[src/rtl/ifft_out_serializer_pkg.sv]
`default_nettype none
// ============================================================================
//  Module      : ifft_out_serializer_pkg
//  Description : Shared constants, read-phase type and the saturating
//                convergent-rounding helper for the IFFT output serializer.
//  Revision    : 1.0  initial release
// ============================================================================
package ifft_out_serializer_pkg;

  localparam int IWIDTH  = 21;
  localparam int OWIDTH  = 16;
  localparam int SHIFT   = 2;
  localparam int LGWIDTH = 11;
  localparam int LGFIFO  = 4;

  // One FIFO entry: {sync, L.re, L.im, R.re, R.im}
  localparam int ENTRY_W = 1 + 4 * OWIDTH;
  localparam int DEPTH   = 2 ** LGFIFO;
  localparam int FRAME   = 2 ** LGWIDTH;

  typedef enum logic {
    PH_LEFT  = 1'b0,
    PH_RIGHT = 1'b1
  } phase_e;

  // Saturate an iw-bit signed value to iw-sh bits, then convergently round
  // away the remaining iw-sh-ow LSBs. A rounding carry that would overflow
  // clamps to the largest positive ow-bit value. Result in the low ow bits.
  function automatic logic [31:0] conv_round(input logic [63:0] x,
                                             input int iw,
                                             input int ow,
                                             input int sh);
    logic signed [63:0] xs;
    logic signed [63:0] smax;
    logic signed [63:0] smin;
    logic signed [63:0] sat;
    logic signed [63:0] sum;
    logic signed [63:0] res;
    int                 mw;
    int                 d;
    mw   = iw - sh;
    d    = mw - ow;
    xs   = $signed(x << (64 - iw)) >>> (64 - iw);
    smax = (64'sd1 <<< (mw - 1)) - 64'sd1;
    smin = -(64'sd1 <<< (mw - 1));
    if (xs > smax)      sat = smax;
    else if (xs < smin) sat = smin;
    else                sat = xs;
    sum = sat + ((64'sd1 <<< (d - 1)) - 64'sd1) + ((sat >>> d) & 64'sd1);
    if (sum > smax) res = (64'sd1 <<< (ow - 1)) - 64'sd1;
    else            res = sum >>> d;
    return res[31:0];
  endfunction

endpackage
`default_nettype wire

[src/rtl/ifft_out_serializer_convround.sv]
`default_nettype none
// ============================================================================
//  Module      : convround
//  Description : One component of the output path: saturate, convergently
//                round and register on the capture enable.
//  Revision    : 1.0  initial release
// ============================================================================
module convround
  import ifft_out_serializer_pkg::*;
#(
  parameter int IN_W     = 21,
  parameter int OUT_W    = 16,
  parameter int DROP_MSB = 2
) (
  input  logic             clk_i,
  input  logic             ce_i,
  input  logic [IN_W-1:0]  x_i,
  output logic [OUT_W-1:0] y_o
);

  logic [OUT_W-1:0] y_q;

  // Capture the rounded component only for pairs that enter the FIFO
  always_ff @(posedge clk_i) begin
    if (ce_i) begin
      y_q <= OUT_W'(conv_round({{(64-IN_W){1'b0}}, x_i}, IN_W, OUT_W, DROP_MSB));
    end
  end

  assign y_o = y_q;

endmodule
`default_nettype wire

[src/rtl/ifft_out_serializer.sv]
`default_nettype none
// ============================================================================
//  Module      : ifft_out_serializer
//  Description : Captures two-sample-per-clock IFFT output pairs, rounds them,
//                buffers them and replays one sample per clock on a
//                valid/ready stream with frame first/last markers.
//  Revision    : 1.0  initial release
// ============================================================================
module ifft_out_serializer
  import ifft_out_serializer_pkg::*;
(
  input  logic                  i_clk,
  input  logic                  i_reset_n,
  input  logic                  i_ce,
  input  logic [2*IWIDTH-1:0]   i_left,
  input  logic [2*IWIDTH-1:0]   i_right,
  input  logic                  i_sync,
  output logic                  o_room,
  output logic                  o_valid,
  input  logic                  i_ready,
  output logic [2*OWIDTH-1:0]   o_data,
  output logic                  o_first,
  output logic                  o_last,
  output logic                  o_overflow,
  output logic                  o_sync_err
);

  localparam logic [LGFIFO:0]    CNT_ONE  = {{LGFIFO{1'b0}}, 1'b1};
  localparam logic [LGFIFO-1:0]  PTR_ONE  = {{(LGFIFO-1){1'b0}}, 1'b1};
  localparam logic [LGWIDTH-1:0] IDX_ONE  = {{(LGWIDTH-1){1'b0}}, 1'b1};
  localparam logic [LGWIDTH-1:0] IDX_LAST = LGWIDTH'(FRAME - 1);

  // ---------------------------------------------------------------- state
  // count_q counts reserved slots: it rises when a pair is accepted, one
  // cycle before the rounded data lands in memory (pend_q marks that slot).
  logic                  started_q, started_d;
  logic                  pend_q,    pend_d;
  logic                  sync_q,    sync_d;
  logic [LGFIFO:0]       count_q,   count_d;
  logic [LGFIFO-1:0]     wr_ptr_q,  wr_ptr_d;
  logic [LGFIFO-1:0]     rd_ptr_q,  rd_ptr_d;
  phase_e                phase_q,   phase_d;
  logic [LGWIDTH-1:0]    frame_q,   frame_d;
  logic                  ovf_q,     ovf_d;
  logic                  serr_q,    serr_d;
  logic [ENTRY_W-1:0]    mem_q [DEPTH];

  logic                  w_take;
  logic                  w_accept;
  logic                  w_valid;
  logic                  w_hs;
  logic                  w_pop;
  logic                  w_force;
  logic [LGWIDTH-1:0]    w_idx;
  logic [ENTRY_W-1:0]    w_head;
  logic [4*IWIDTH-1:0]   w_in;
  logic [4*OWIDTH-1:0]   w_rnd;

  // ------------------------------------------------------------ write side
  assign w_take   = i_ce & (started_q | i_sync);
  assign w_accept = w_take & ~count_q[LGFIFO];
  assign w_in     = {i_left, i_right};

  for (genvar k = 0; k < 4; k++) begin : g_round
    convround #(
      .IN_W     (IWIDTH),
      .OUT_W    (OWIDTH),
      .DROP_MSB (SHIFT)
    ) u_round (
      .clk_i (i_clk),
      .ce_i  (w_accept),
      .x_i   (w_in[(4-k)*IWIDTH-1 -: IWIDTH]),
      .y_o   (w_rnd[(4-k)*OWIDTH-1 -: OWIDTH])
    );
  end

  // ------------------------------------------------------------- read side
  assign w_head  = mem_q[rd_ptr_q];
  assign w_valid = (count_q > {{LGFIFO{1'b0}}, pend_q});
  assign w_hs    = w_valid & i_ready;
  assign w_pop   = w_hs & (phase_q == PH_RIGHT);
  assign w_force = w_valid & w_head[ENTRY_W-1] & (phase_q == PH_LEFT);
  assign w_idx   = w_force ? '0 : frame_q;

  // State register with synchronous active-low reset (also flushes the FIFO)
  always_ff @(posedge i_clk) begin
    if (!i_reset_n) begin
      started_q <= 1'b0;
      pend_q    <= 1'b0;
      sync_q    <= 1'b0;
      count_q   <= '0;
      wr_ptr_q  <= '0;
      rd_ptr_q  <= '0;
      phase_q   <= PH_LEFT;
      frame_q   <= '0;
      ovf_q     <= 1'b0;
      serr_q    <= 1'b0;
    end else begin
      started_q <= started_d;
      pend_q    <= pend_d;
      sync_q    <= sync_d;
      count_q   <= count_d;
      wr_ptr_q  <= wr_ptr_d;
      rd_ptr_q  <= rd_ptr_d;
      phase_q   <= phase_d;
      frame_q   <= frame_d;
      ovf_q     <= ovf_d;
      serr_q    <= serr_d;
    end
  end

  // Land the rounded pair one cycle after acceptance
  always_ff @(posedge i_clk) begin
    if (pend_q) begin
      mem_q[wr_ptr_q] <= {sync_q, w_rnd};
    end
  end

  // Next-state logic: start gating, occupancy, pointers, phase and index
  always_comb begin
    started_d = started_q | (i_ce & i_sync);
    pend_d    = w_accept;
    sync_d    = w_accept & i_sync;
    count_d   = count_q;
    wr_ptr_d  = wr_ptr_q;
    rd_ptr_d  = rd_ptr_q;
    phase_d   = phase_q;
    frame_d   = frame_q;
    ovf_d     = ovf_q | (w_take & count_q[LGFIFO]);
    serr_d    = serr_q | (w_force & (frame_q != '0));

    unique case ({w_accept, w_pop})
      2'b10:   count_d = count_q + CNT_ONE;
      2'b01:   count_d = count_q - CNT_ONE;
      default: count_d = count_q;
    endcase

    if (pend_q) wr_ptr_d = wr_ptr_q + PTR_ONE;
    if (w_pop)  rd_ptr_d = rd_ptr_q + PTR_ONE;

    if (w_hs) begin
      phase_d = (phase_q == PH_LEFT) ? PH_RIGHT : PH_LEFT;
      frame_d = w_idx + IDX_ONE;
    end
  end

  // Output decode from the FIFO head and registered state
  always_comb begin
    o_room     = ~count_q[LGFIFO];
    o_valid    = w_valid;
    o_data     = (phase_q == PH_LEFT) ? w_head[4*OWIDTH-1 -: 2*OWIDTH]
                                      : w_head[2*OWIDTH-1:0];
    o_first    = w_valid & (w_idx == '0);
    o_last     = w_valid & (w_idx == IDX_LAST);
    o_overflow = ovf_q;
    o_sync_err = serr_q;
  end

endmodule
`default_nettype wire
[config.mk]
export PLATFORM = sky130hd
export DESIGN_NAME = ifft_out_serializer
export DESIGN_NICKNAME = d
export VERILOG_FILES = /design/src/rtl/ifft_out_serializer_pkg.sv /design/src/rtl/ifft_out_serializer_convround.sv /design/src/rtl/ifft_out_serializer.sv
export SDC_FILE = /design/constraint.sdc
export NUM_CORES = 1
export LEC_CHECK = 0
export BUFFER_PORTS_ARGS = -buffer_cell sky130_fd_sc_hd__clkbuf_2
export CAP_MARGIN = 25
export CORE_MARGIN = 5
export CORE_UTILIZATION = 55
export CTS_BUF_LIST = sky130_fd_sc_hd__clkbuf_16
export CTS_CLUSTER_DIAMETER = 100
export DETAILED_ROUTE_END_ITERATION = 10
export PLACE_DENSITY = 0.84
export SLEW_MARGIN = 20
export SYNTH_ARGS = -nofsm -noshare
export SYNTH_HDL_FRONTEND = slang
export SYNTH_SLANG_ARGS = --single-unit
[constraint.sdc]
create_clock -name i_clk -period 4.65 [get_ports i_clk]
set_clock_uncertainty 0.1 [all_clocks]
set_input_delay 0 -clock i_clk [delete_from_list [all_inputs] [get_ports i_clk]]
set_output_delay 0 -clock i_clk [all_outputs]
set_load 0.01 [all_outputs]
### Word level (Yosys, flattened, before mapping)

Memories as Yosys holds them, arrays and structs flattened. A register that Yosys moved wholly into a read port is not among the register bits.
Index checks and enable logic that the tools add are counted.

| operators by class | value |
|---|---|
| add/sub/neg operators | 13 |
| order comparisons | 13 |
| equality and inequality tests | 3 |
| multiplexer cells | 20 |
| bitwise logic cells | 18 |
| reduce and logical (&&, ||, !) cells | 3 |

Operators by type and width:

| operator | count |
|---|---|
| 64-bit two-way mux | 12 |
| 64-bit by 2-bit adder with 64-bit output | 4 |
| 64-bit by 3-bit adder with 64-bit output, second input constant | 4 |
| 64-bit by 19-bit greater-than comparator with 1-bit output, second input constant | 4 |
| 21-bit by 19-bit greater-than comparator with 1-bit output, second input constant | 4 |
| 21-bit by 19-bit less-than comparator with 1-bit output, second input constant | 4 |
| 32-bit two-way mux | 1 |
| 1-bit bitwise AND | 12 |
| 11-bit by 1-bit adder with 11-bit output, second input constant | 1 |
| 11-bit equality test, second input constant | 1 |
| 11-bit zero test | 1 |
| 11-bit two-way mux | 1 |
| 11-bit nonzero test | 1 |
| 5-bit one-hot mux with 2 select lines | 1 |
| 4-bit by 1-bit adder with 4-bit output, second input constant | 2 |
| 4-bit two-way mux | 2 |
| 5-bit by 1-bit adder with 5-bit output, second input constant | 1 |
| 5-bit by 1-bit greater-than comparator with 1-bit output | 1 |
| 5-bit by 1-bit subtractor with 5-bit output, second input constant | 1 |
| 1-bit OR | 4 |
| 1-bit two-way mux | 3 |
| 2-bit by 1-bit equality test with 1-bit output, second input constant | 1 |
| 2-bit equality test, second input constant | 1 |
| 1-bit NOT | 2 |
| 2-bit nonzero test | 1 |

| word-level totals | value |
|---|---|
| flip-flop bits (word level) | 94 |
| memory bits (writable) | 1040 |
| output and inout port bits | 38 |
| memories kept | 1 |

Memory list:

| memory | words | width | rd ports | clocked after memory_dff | wr ports | RTL line | source |
|---|---|---|---|---|---|---|---|
| mem_q | 16 | 65 | 1 | 1 | 1 | ifft_out_serializer.sv:46 | `logic [ENTRY_W-1:0] mem_q [DEPTH];` |

### Depth between registers and ports, before layout

| depth | value |
|---|---|
| word-level depth | 7 |
| depth in mapped cells | 19 |
| depth with buffers taken out | 16 |

### Cells and area by module

A second synthesis with hierarchy kept.

| second synthesis, totals | value |
|---|---|
| cells, all modules | 2373 |
| area, all modules | 46864.9 µm² |

Modules (own cells, without submodules):

| module | times used | cells an instance | area each (µm²) | sequential area each (µm²) |
|---|---|---|---|---|
| ifft_out_serializer | 1 | 1781 | 41144.5 | 31910.6 |
| convround | 4 | 148 | 1430.1 | 480.5 |

### Worst setup path before layout

Ideal clock, no wire load.

| timing path | value |
|---|---|
| path kind | reg2reg |
| start point | register started_q |
| end point | register count_q[4] |
| library setup time | 0.128 ns |
| arrival | 4.819 ns |
| data required time | 4.422 ns |
| slack | -0.396 ns |
| cell stages (with the launch flop) | 12 |
| path buffers | 0 |
| period minus slack after synthesis | 5.046 ns |
| cells stage by stage | dfxtp_1 -> o21ai_0 -> nor2_1 -> inv_1 -> ha_1 -> ha_1 -> nor2b_1 -> o21ai_0 -> a21oi_1 -> nor3_1 -> xnor2_1 -> nor2_1 |

| between the ends | value |
|---|---|
| word-level cells in the longest chain between the ends | 5 |
| elaborated cells on any way between the ends | 7 |
| classes of those cells | 2 x eq/ne; 1 x mux; 3 x bitwise; 1 x reduce/logical |

Ends and longest elaborated chain:

| item | RTL line | source |
|---|---|---|
| start, declared | ifft_out_serializer.sv:36 | `logic started_q, started_d;` |
| start signal, assigned | ifft_out_serializer.sv:99 | `started_q <= started_d;` |
| 1-bit OR * | ifft_out_serializer.sv:60 | `assign w_take = i_ce & (started_q \| i_sync);` |
| 1-bit bitwise AND * | ifft_out_serializer.sv:60 |  |
| 1-bit bitwise AND * | ifft_out_serializer.sv:61 | `assign w_accept = w_take & ~count_q[LGFIFO];` |
| net g_round[0].u_round.ce_i | ifft_out_serializer_convround.sv:16 | `input logic ce_i,` |
| 2-bit by 1-bit equality test with 1-bit output or 2-bit equality test (tied branches) | ifft_out_serializer.sv:132 | `unique case ({w_accept, w_pop})` |
| 5-bit one-hot mux with 2 select lines or 2-bit nonzero test (tied branches) | n/a |  |
| end signal, assigned | ifft_out_serializer.sv:102 | `count_q <= count_d;` |
| end, declared | ifft_out_serializer.sv:39 | `logic [LGFIFO:0] count_q, count_d;` |

Mark *: on every way through the listed nets, which the timed path passes. The rest lies on a longest branch.
A chain may end at the register's enable or synchronous reset.

### Final worst setup path

| timing path | value |
|---|---|
| start point | input i_left[20] |
| end point | register g_round[1].u_round.y_q[7], data pin |

| between the ends | value |
|---|---|
| word-level cells in the longest chain between the ends | 7 |
| elaborated cells on any way between the ends | 8 |
| classes of those cells | 2 x add/sub; 3 x order compare; 3 x mux |

Ends and longest elaborated chain:

| item | RTL line | source |
|---|---|---|
| start, declared | ifft_out_serializer.sv:15 | `input logic [2*IWIDTH-1:0] i_left,` |
| 21-bit by 19-bit less-than comparator with 1-bit output | ifft_out_serializer_pkg.sv:47 | `else if (xs < smin) sat = smin;` |
| 64-bit two-way mux | ifft_out_serializer_pkg.sv:47 |  |
| 64-bit two-way mux * | ifft_out_serializer_pkg.sv:46 | `if (xs > smax) sat = smax;` |
| 64-bit two-way mux * | ifft_out_serializer_convround.sv:25 | `if (ce_i) begin` |
| 64-bit by 3-bit adder with 64-bit output | ifft_out_serializer_pkg.sv:49 | `sum = sat + ((64'sd1 <<< (d - 1)) - 64'sd1) + ((sat >>> d) & 64'sd1);` |
| 64-bit by 2-bit adder with 64-bit output * | ifft_out_serializer_pkg.sv:49 |  |
| 64-bit by 19-bit greater-than comparator with 1-bit output | ifft_out_serializer_pkg.sv:50 | `if (sum > smax) res = (64'sd1 <<< (ow - 1)) - 64'sd1;` |
| end signal, assigned | ifft_out_serializer_convround.sv:26 | `y_q <= OUT_W'(conv_round({{(64-IN_W){1'b0}}, x_i}, IN_W, OUT_W, DROP_MSB));` |
| end, declared | ifft_out_serializer_convround.sv:21 | `logic [OUT_W-1:0] y_q;` |

Mark *: on every way between the ends. The rest lies on a longest branch, timed or not. The select of a mux whose other input is x is not followed.

==> results.sh <==
export IMPL_cp_start_kind="input pin"
export IMPL_vias_per_cell=6.57
export IMPL_portBuffers=126
export IMPL_worstSkewPairLatency_ns=0.68
export IMPL_p_total_uw=20800
export IMPL_hold_violations=0
export IMPL_max_stage_delay_ns=0.63
export IMPL_grt_pass1_vias=26500
export IMPL_rows=107
export IMPL_numClockSinks=1138
export IMPL_core_um2=84900
export IMPL_die_w_um=302
export IMPL_grt_max_degree=66
export IMPL_dieArea_um2=91200
export IMPL_finalNonFillerCells=3925
export IMPL_place_ws_ns=0.197
export IMPL_syn_avg_cell_area_um2=19.8
export IMPL_gp_congestion=0.878
export IMPL_dr_first_iter_drc_count=3326
export IMPL_drc=0
export IMPL_synthArstFlopShare_pct=0
export IMPL_setup_slack_ns=0.165
export IMPL_final_util_pct=63.5
export IMPL_h_tree_depth=3
export IMPL_synth_edff_count=1104
export IMPL_synthesis_area_um2=46900
export IMPL_hold_path_class="in2reg"
export IMPL_ys_flop_type="edfxtp_1"
export IMPL_placed_cells=3592
export IMPL_max_cap_violations=0
export IMPL_max_slew_worst_pin_slew_ns=1.08
export IMPL_period_share_pct=96.5
export IMPL_fmaxAchievable_mhz=223
export IMPL_cts_clk_slew_worst_paths_ns=0.06
export IMPL_leakage_uw=0.0168
export IMPL_grt_overflow_total=0
export IMPL_cpMostUsedCell="dlygate4sd3_1"
export IMPL_power_density_nw_per_um2=386
export IMPL_wl_um=119000
export IMPL_required_ns=4.97
export IMPL_cp_end_kind="register"
export IMPL_insertedDiodeCount=0
export IMPL_cts_buffers=104
export IMPL_worstPathMaxFanout=13
export IMPL_clockBufferDepth=3
export IMPL_initial_utilization_pct=55.3
export IMPL_ys_types=74
export IMPL_root_buffer="clkbuf_16"
export IMPL_vdd_ir_drop_max_uv=363
export IMPL_yosys_warnings=0
export IMPL_crit_path_top_delay_cell="or4_4"
export IMPL_status="finished, final reports clean"
export IMPL_layout_common_cells="edfxtp_1 (1104), mux4_2 (320), dlygate4sd3_1 (138)"
export IMPL_syn_nets=2537
export IMPL_synth_cells=2375
export IMPL_report_final_slew_viol_count=0
export IMPL_syn2layout_area_growth_pct=14.9
export IMPL_detail_route_antenna_nets=0
export IMPL_synth_seq_cells=1138
export IMPL_finalNetCount=2868
export IMPL_layout_commonest_cell="edfxtp_1"
export IMPL_fin_crit_ns=4.49
export IMPL_crit_chain="dlygate4sd3_1 -> clkbuf_2 -> nand3_1 -> ha_2 -> nand4b_1 -> or4_4 -> or4_2 -> ha_1 -> nor4b_1 -> and3_2 -> o2111ai_1 -> o31ai_2 -> o21ai_0 -> dlygate4sd3_1"
export IMPL_arrival_ns=4.80
export IMPL_wl_per_cell_um=30.4
export IMPL_critPathKind="in2reg"
export IMPL_grt_pass1_wl_um=176000
export IMPL_num_vias=25800
export IMPL_ys_seq_area_share_pct=72.1
export IMPL_setup_viol=0
export IMPL_dp_hpwl_um=64000
export IMPL_track_usage_pct=26.4
export IMPL_first_pass_iters=6
export IMPL_ios=127
export IMPL_die_y_um=302
export IMPL_relSlewSlack_pct=27.7
export IMPL_setup_tns_final_ns=0
export IMPL_drive_above_1_share_pct=26.5
export IMPL_cts_tree="yes"
export IMPL_antenna_found_initial=1
[logic make-up (layout without fill, tap and decap cells)]
| kind of cell | Yosys count | after routing | share of synthesized area [%] |
|---|---|---|---|
| XOR/XNOR | 57 | 57 | 1.06 |
| buffers and inverters | 143 | 548 | 1.26 |
| AO/OA/AOI/OAI | 151 | 152 | 2.05 |
| multiplexers | 364 | 364 | 16.4 |
| flip-flops | 1138 | 1138 | 72.1 |
| adder cells (fa/ha/maj) | 73 | 73 | 1.96 |
| AND/OR/NAND/NOR | 449 | 449 | 5.16 |
[power breakdown]
part | internal [uW] | switching, uW
combinational | 533 | 619
sequential | 11300 | 165
clock | 4450 | 3680
total | 16300 | 4470
[routing by layer]
metal | vias to the layer above | GRT usage (%) | part of all wire, %
li1 | 10500 | - | -
met4 | 2 | 8.06 | 3.2
met5 | - | 0 | 0.010
met2 | 1657 | 45.7 | 52
met1 | 13300 | 34.9 | 35
met3 | 285 | 4.55 | 9.2
[area by class of cell]
class                   instances  area [um2]
inverters                      28         105
fillers                      5474       31000
clock buffers                 106        2650
multi-input cells            1095       12600
flip-flops and latches       1138       33800
clock inverters                75         533
repair buffers                339        2750
well taps                    1144        1430
[path summary, 6_finish.rpt]
kind | from | endpoint | slack, ns | cells after the start
hold / removal | i_right[41] | g_round[2].u_round.y_o[11] | 0.04 | 5
setup / recovery | i_left[20] | g_round[1].u_round.y_o[7] | 0.16 | 14
setup reg to reg | pend_q | count_q[4] | 0.88 | 14
hold reg to reg | o_sync_err | o_sync_err | 0.38 | 1
[through the flow]
stage               area, um2  hold slack, ns
finish                  53900          0.0392
global route            53900          0.0522
CTS                     53700         0.00962
detailed placement      49200           0.178
global placement        49200           0.140
floorplan               46900          0.0371
[critical path: cells and delay by family]
kind	cells	cell delay (ns)
buffers and inverters	3	1.29
and+or+nand+nor	6	2.07
adders and majority gates	2	0.65
AOI/OAI and AO/OA	3	0.78
[flip-flops by register name (all words and copies together), names as in the netlist, named ones only]
signal / count
mem_q: 1040
g_round.u_round.y_o: 64
frame_q: 11
count_q: 5
rd_ptr_q: 4
wr_ptr_q: 4
o_overflow: 1
o_sync_err: 1
pend_q: 1
phase_q: 1
started_q: 1
sync_q: 1
[synth_stat cells (all sizes together) (6+ instances only)]
library cell | instances | area share (%)
a21oi | 38 | 0.41
a31oi | 10 | 0.13
and2 | 22 | 0.29
and3 | 15 | 0.20
and4b | 7 | 0.15
buf | 42 | 0.43
clkbuf | 73 | 0.61
dfxtp | 34 | 1.5
edfxtp | 1104 | 71
ha | 72 | 1.9
inv | 26 | 0.21
mux2 | 34 | 0.82
mux2i | 10 | 0.21
mux4 | 320 | 15
nand2 | 117 | 0.94
nand2b | 14 | 0.19
nand3 | 48 | 0.52
nand4 | 44 | 0.59
nand4b | 9 | 0.17
nor2 | 74 | 0.59
nor2b | 15 | 0.20
nor3 | 19 | 0.21
nor4 | 21 | 0.31
nor4b | 6 | 0.13
o2111ai | 7 | 0.13
o211ai | 8 | 0.13
o21a | 9 | 0.14
o21ai | 38 | 0.41
o21bai | 6 | 0.10
o31ai | 11 | 0.18
or3 | 9 | 0.12
xnor2 | 38 | 0.71
xor2 | 19 | 0.35
[what timing repair did]
action | 4_1_cts | 5_1_grt
setup endpoints to repair | 0 | 20
gates resized for setup | 0 | 6
endpoints found under the hold margin | 80 | 0
setup buffers | 0 | 10
hold buffers | 138 | 0
Note: power is estimated with default switching activity, not from simulation.
